[config.mk]
export PLATFORM = sky130hd
export DESIGN_NAME = tl_axi_req_throttle
export DESIGN_NICKNAME = d
export VERILOG_FILES = /design/src/rtl/tl_axi_req_throttle.sv
export SDC_FILE = /design/constraint.sdc
export NUM_CORES = 1
export LEC_CHECK = 0
export CELL_PAD_IN_SITES_DETAIL_PLACEMENT = 1
export CELL_PAD_IN_SITES_GLOBAL_PLACEMENT = 1
export CORE_AREA = 2 2 41 43
export CTS_BUF_LIST = sky130_fd_sc_hd__clkbuf_2
export DETAILED_ROUTE_END_ITERATION = 10
export DIE_AREA = 0 0 43 45
export PLACE_DENSITY = 0.68
export SLEW_MARGIN = 25
export SYNTH_ARGS = -nofsm -noshare
export SYNTH_HDL_FRONTEND = slang
export SYNTH_SLANG_ARGS = --single-unit
[constraint.sdc]
create_clock -name clk_i -period 1.65 [get_ports clk_i]
set_input_delay 0.33 -clock clk_i [delete_from_list [all_inputs] [get_ports clk_i]]
set_output_delay 0.33 -clock clk_i [all_outputs]
set_load 0.1 [all_outputs]
[src/rtl/tl_axi_req_throttle.sv]
// TL-UH A-channel admission throttle for the TL-to-AXI bridge: zero-latency handshake gating, up_ready_o follows dn_ready_i when admissible.
// Define TL_AXI_THROTTLE_RAW_ORDER_EN to hold Gets until every admitted Put has retired.
module tl_axi_req_throttle #(
  parameter int  SourceWidth    = 1,
  parameter int  MaxOutstanding = 2,
  localparam int CntWidth       = $clog2(MaxOutstanding + 1)
) (
  input  logic                   clk_i,
  input  logic                   rst_ni,
  input  logic                   up_valid_i,
  output logic                   up_ready_o,
  input  logic [SourceWidth-1:0] up_source_i,
  input  logic                   up_is_read_i,
  input  logic                   up_first_i,
  input  logic                   up_last_i,
  output logic                   dn_valid_o,
  input  logic                   dn_ready_i,
  input  logic                   rsp_valid_i,
  input  logic                   rsp_ready_i,
  input  logic [SourceWidth-1:0] rsp_source_i,
  input  logic                   rsp_last_i,
  output logic [CntWidth-1:0]    outstanding_o,
  output logic                   busy_o,
  output logic                   err_o
);

  localparam int NumSrc = 2 ** SourceWidth;

  if (MaxOutstanding < 1 || MaxOutstanding > NumSrc) begin : g_bad_cfg
    $fatal(1, "tl_axi_req_throttle: MaxOutstanding must be in 1..2**SourceWidth");
  end

  typedef enum logic [0:0] {
    IDLE   = 1'b0,
    WBURST = 1'b1
  } state_e;

  state_e              state_q, state_d;
  logic [NumSrc-1:0]   pending_q, pending_d;
  logic [NumSrc-1:0]   is_wr_q, is_wr_d;
  logic [CntWidth-1:0] cnt_q, cnt_d;
  logic                err_q, err_d;

  logic allow;
  logic afire, admit, dfire, rsp_hit, retire;
  logic raw_ok;

`ifdef TL_AXI_THROTTLE_RAW_ORDER_EN
  logic [CntWidth-1:0] wr_cnt_q, wr_cnt_d;
  logic                wr_inc, wr_dec;

  assign raw_ok = !up_is_read_i || (wr_cnt_q == '0);
  assign wr_inc = admit && !up_is_read_i;
  assign wr_dec = retire && is_wr_q[rsp_source_i];

  always_comb begin
    wr_cnt_d = wr_cnt_q;
    if (wr_inc && !wr_dec) begin
      wr_cnt_d = wr_cnt_q + CntWidth'(1);
    end else if (!wr_inc && wr_dec) begin
      wr_cnt_d = wr_cnt_q - CntWidth'(1);
    end
  end

  always_ff @(posedge clk_i) begin
    if (!rst_ni) begin
      wr_cnt_q <= '0;
    end else begin
      wr_cnt_q <= wr_cnt_d;
    end
  end
`else
  logic unused_is_wr;
  assign raw_ok       = 1'b1;
  assign unused_is_wr = ^is_wr_q;
`endif

  // Continuation beats of an admitted write always pass; new messages see the per-source and global limits.
  always_comb begin
    allow = 1'b1;
    if (state_q == IDLE) begin
      allow = !pending_q[up_source_i] && (cnt_q < CntWidth'(MaxOutstanding)) && raw_ok;
    end
  end

  assign dn_valid_o = up_valid_i && allow;
  assign up_ready_o = dn_ready_i && allow;

  assign afire   = up_valid_i && up_ready_o;
  assign admit   = afire && up_first_i && (state_q == IDLE);
  assign dfire   = rsp_valid_i && rsp_ready_i && rsp_last_i;
  assign rsp_hit = pending_q[rsp_source_i];
  assign retire  = dfire && rsp_hit;

  always_comb begin
    state_d = state_q;
    case (state_q)
      IDLE: begin
        if (admit && !up_is_read_i && !up_last_i) begin
          state_d = WBURST;
        end
      end
      WBURST: begin
        if (afire && up_last_i) begin
          state_d = IDLE;
        end
      end
      default: state_d = IDLE;
    endcase
  end

  // Admit and retire never target the same source in one cycle, so the order below is safe.
  always_comb begin
    pending_d = pending_q;
    is_wr_d   = is_wr_q;
    err_d     = err_q;
    cnt_d     = cnt_q;
    if (retire) begin
      pending_d[rsp_source_i] = 1'b0;
    end
    if (dfire && !rsp_hit) begin
      err_d = 1'b1;
    end
    if (admit) begin
      pending_d[up_source_i] = 1'b1;
      is_wr_d[up_source_i]   = !up_is_read_i;
    end
    if (admit && !retire) begin
      cnt_d = cnt_q + CntWidth'(1);
    end else if (!admit && retire) begin
      cnt_d = cnt_q - CntWidth'(1);
    end
  end

  always_ff @(posedge clk_i) begin
    if (!rst_ni) begin
      state_q   <= IDLE;
      pending_q <= '0;
      is_wr_q   <= '0;
      cnt_q     <= '0;
      err_q     <= 1'b0;
    end else begin
      state_q   <= state_d;
      pending_q <= pending_d;
      is_wr_q   <= is_wr_d;
      cnt_q     <= cnt_d;
      err_q     <= err_d;
    end
  end

  assign outstanding_o = cnt_q;
  assign busy_o        = (cnt_q != '0) || (state_q == WBURST);
  assign err_o         = err_q;

endmodule

== Word-level counts from Yosys, hierarchy flattened ==
Index checks and enable logic that the tools add are counted.

* Logic and storage cells: 57
* Bits of input ports: 12
* Register bits after elaboration: 6

* Order comparisons: 5
* Reduce and logical (&&, ||, !) cells: 26
* Add/sub/neg operators: 2
* Bitwise gates (word level): 4
* Muxes and demuxes: 16

{| class="wikitable"
|+ Operators by type and width
! cell !! count
|-
| logical AND 1 bit || 17
|-
| 2-to-1 mux 1 bit || 9
|-
| 2-to-1 mux 2 bit || 4
|-
| zero test 1 bit || 6
|-
| less-than comparator 1 x 2 -> 1 bit, second input constant || 2
|-
| nonzero test 2 bit || 2
|-
| adder 2 x 1 -> 2 bit, second input constant || 1
|-
| AND 2 bit || 1
|-
| demux 1 bit (select 1 bit) || 2
|-
| >= comparator 1 bit, second input constant || 2
|-
| less-than comparator 2 bit, second input constant || 1
|-
| inverter 2 bit || 1
|-
| bitwise OR 2 bit || 1
|-
| case mux 1 bit (2 select lines) || 1
|-
| subtractor 2 x 1 -> 2 bit, second input constant || 1
|-
| logical OR 1 bit || 1
|-
| inverter 1 bit || 1
|}

== Longest topological paths before layout ==
Gate-level depths: netlist (run 1).

* Depth in word-level cells: 13
* Depth in mapped cells: 6
* Gate-level depth less buffers: 6

== Least setup slack after synthesis (run 1) ==
No wires, ideal clock.

* Path kind: register -> output
* Start: register cnt_q[1] (netlist: outstanding_o[1])
* End: output port dn_valid_o
* Setup slack: -0.901 ns
* Stages on the path, launching flop included: 4
* Arrival: 2.221 ns
* Path through: dfxtp_1 > inv_1 > a21oi_1 > nor2b_1

* Longest elaborated chain between the ends: 4

{| class="wikitable"
|+ RTL lines
! element !! RTL line !! RTL
|-
| from (decl) || 41 || <nowiki>logic [CntWidth-1:0] cnt_q, cnt_d;</nowiki>
|-
| from (signal assigned) || 146 || <nowiki>cnt_q <= cnt_d;</nowiki>
|-
| less-than comparator 2 bit || 82 || <nowiki>allow = !pending_q[up_source_i] && (cnt_q < CntWidth'(MaxOutstanding)) && raw_ok;</nowiki>
|-
| logical AND 1 bit || 82 ||
|-
| 2-to-1 mux 1 bit || 81 || <nowiki>if (state_q == IDLE) begin</nowiki>
|-
| logical AND 1 bit || 86 || <nowiki>assign dn_valid_o = up_valid_i && allow;</nowiki>
|-
| to (decl) || 16 || <nowiki>output logic dn_valid_o,</nowiki>
|}

No other way between the ends.

== Worst setup path in the final report (run 1) ==
* Start: input port up_source_i
* End: output port up_ready_o

* Longest elaborated chain between the ends: 6

{| class="wikitable"
|+ RTL lines
! element !! RTL line !! RTL
|-
| from (decl) || 12 || <nowiki>input logic [SourceWidth-1:0] up_source_i,</nowiki>
|-
| 2-to-1 mux 1 bit (not written as such) (2 in series) || 82 ||
|-
| zero test 1 bit || 82 ||
|-
| logical AND 1 bit || 82 ||
|-
| 2-to-1 mux 1 bit || 81 ||
|-
| logical AND 1 bit || 87 || <nowiki>assign up_ready_o = dn_ready_i && allow;</nowiki>
|-
| to (decl) || 11 || <nowiki>output logic up_ready_o,</nowiki>
|}

No other way between the ends. The select of a mux whose other input is x is not followed.

==> reports/results.ini, run 1 <==
[run_status]
outcome = complete, no violations

[clock_tree]
cts_root_buf = clkbuf_2
cts.clk_slew.worst_paths_ns = 0.07
clock-sinks = 6
htree_levels = 1
holdBufCountCts = 0
cts_buffer_depth = 2
tritoncts = yes
cts_made_buffers = 3
clk_latency_ns = 0.24

[synthesis]
async_flop_share_pct = 0
netlist_area_um2 = 342.8
synth_edf_count = 0
synthFlopType = dfxtp_1
netlist_instances = 37
ys_ff_latch = 6
synth_top_area_share_pct = 35.04
yosysTopAreaCell = dfxtp_1
yosysWarnings = 0
synth_nets = 50
synth_cell_type_count = 26
synth-seq-area-share_pct = 35.04
postSynthAreaPerCell_um2 = 9.266
synthTopCellsByArea = dfxtp_1 (35%), o21ai_0 (4.4%), a21boi_0 (4.4%), and4bb_1 (3.6%), ha_1 (3.6%)

[routing]
num_vias = 418
viasPerCell = 4.750
drt-initial-drc-count = 3
wl_per_cell_um = 12.88
drtPass1Iterations = 4
drc = 0
routed_wl_um = 1133
ant_nets = 0

[sta]
maxSlewViolCount = 0
setup_violations = 0
period_share_pct = 98.87
clock.fmax_ghz = 0.6130
maxSlewHeadroom_pct = 84.68
final.setup.tns_ns = 0
hold_violations = 0
tightest_slew_ns = 0.2291
clock_skew_ns = 0.002357
rsz0062_at_grt = yes
period_needed_ns = 1.631

[finish]
fillers = 174
multi_input_area_um2 = 272.8
drive_above_1_share_pct = 56.94
insertedDiodeCount = 0
area_growth_pct = 129.9
final_cells = 88
final_core_util_pct = 53.57
seq_area_um2 = 128.9
fin_nets = 86

[floorplan]
io_pins = 18
die_w_um = 43
coreArea_um2 = 1471
die_area_um2 = 1935
die_h_um = 45
row_count = 14
initial_utilization_pct = 23.30

[setup_path]
r2r_cells = 5
start_kind = primary input
path_class = in -> out
crit_start = up_source_i
crit_path_cell_trace = clkdlybuf4s15_2, mux2i_1, buf_4, a21oi_4, nor2b_2, buf_12
arrival_ns = 1.30
slowest_delay_ns = 0.23
r2r_start = state_q$_SDFF_PN0_
crit_path_max_fanout = 2
cp_slowest_cell = mux2i_1
cp_num_cells = 6
critPathRequiredTime_ns = 1.32
end_kind = primary output
critPathTopFamily = buffers and inverters
cp_num_buf_inv = 3

[power_and_ir_drop]
p_leak_nw = 0.3483
powerDensity_nw_per_um2 = 691.6
ir_drop_uv = 436.4

[global_route]
grt_pass1_vias = 440
gr-usage-all-layers_pct = 13.87
antenna_found_initial = 0
grt_overflow = 0
grt_pass1_wl_um = 1821
grt_max_degree = 8

[run]
max_cap_violations = 0

[hold_path]
hp-start = err_o$_SDFFE_PN0P_
hp-class = reg -> reg
holdPathStages = 1

[place]
dp_hpwl_um = 839.6
place_inst = 81
numPortBuffers = 17
place_congestion = 0.6629

[worst paths after layout]
| kind | endpoint | slack [ns] |
|---|---|---|
| setup / recovery | up_ready_o | 0.02 |
| hold / removal | err_o$_SDFFE_PN0P_ | 0.54 |
| setup reg to reg | outstanding_o[1]$_SDFFE_PN0P_ | 0.05 |
| hold reg to reg | err_o$_SDFFE_PN0P_ | 0.54 |
[timing repair]
item,CTS,global route
endpoints found under the setup margin,5,4
setup buffers,3,0
resized for setup,12,8
gates cloned,0,0
pin swaps,3,1
[cells in the final DEF, fill, tap and decap left out, types with 2 or more instances in the layout]
cell type         n
buf_4            13
clkdlybuf4s50_1   6
buf_12            6
clkbuf_2          4
dfxtp_2           4
dlygate4sd2_1     3
inv_1             2
nor2b_2           2
or3_4             2
o21ai_0           2
a21boi_0          2
nor2_1            2
[logic make-up (layout without fill, tap and decap cells)]
| kind of cell | after synthesis | count (layout) | share of synthesized area (%) |
|---|---|---|---|
| AO/OA/AOI/OAI | 10 | 10 | 18.98 |
| flip-flops | 6 | 6 | 35.04 |
| multiplexers | 2 | 2 | 6.204 |
| adder cells (fa/ha/maj) | 1 | 1 | 3.649 |
| buffers and inverters | 2 | 37 | 2.191 |
| XOR/XNOR | 2 | 2 | 5.110 |
| AND/OR/NAND/NOR | 14 | 14 | 28.83 |
[state kept, by name, summed over array words and instances, names as in the netlist]
signal,cells
err_o,1
outstanding_o,2
pending_q,2
state_q,1
[metal layers]
layer	global-route usage, %	part of all wire [%]	wire [µm]	vias to the layer above
met5	0	0	0	-
met1	13.90	41	465	196
met3	3.600	5.1	58	4
met2	22.73	50	563	12
met4	14.55	4.0	45	0
li1	-	-	-	206
[cells in the mapped netlist, types with 2 or more instances]
cell and instances:
nor2_1 2, o21ai_0 3, a21boi_0 2, inv_1 2, nor2b_1 2, dfxtp_1 6
[power breakdown]
part | switching [mW] | total (mW) | internal [mW]
clock | 0.0648 | 0.129 | 0.0644
sequential | 0.00744 | 0.159 | 0.152
combinational | 0.138 | 0.257 | 0.118
[through the flow]
stage	hold slack, ns	power, mW	worst slack [ns]	instance area [µm²]
2_1_floorplan	0.4475	0.2895	-0.1431	365.4
3_3_place_gp	0.5045	0.4030	-0.4123	698.2
3_5_place_dp	0.5109	0.4059	-0.4865	698.2
4_1_cts	0.5449	0.5474	-0.004401	759.5
5_1_grt	0.5726	0.5738	-0.04813	788.3
6_report	0.5377	0.5452	0.01856	788.3
[cell type report]
class | count | area share [%]
repair buffers | 31 | 43.02
inverters | 2 | 0.9524
well taps | 16 | 2.540
clock buffers | 4 | 2.540
multi-input cells | 29 | 34.60
flip-flops and latches | 6 | 16.35
Note: power is estimated with default switching activity, not from simulation.
==> run 2, diff against run 1 <==
--- a/config.mk
+++ b/config.mk
@@ -9,6 +9,7 @@
 export CELL_PAD_IN_SITES_GLOBAL_PLACEMENT = 1
 export CORE_AREA = 2 2 41 43
 export CTS_BUF_LIST = sky130_fd_sc_hd__clkbuf_2
+export CTS_CLUSTER_SIZE = 8
 export DETAILED_ROUTE_END_ITERATION = 10
 export DIE_AREA = 0 0 43 45
 export PLACE_DENSITY = 0.68
==> results of run 2 <==
The final DEF is identical to that of run 1; final timing and power are the same.
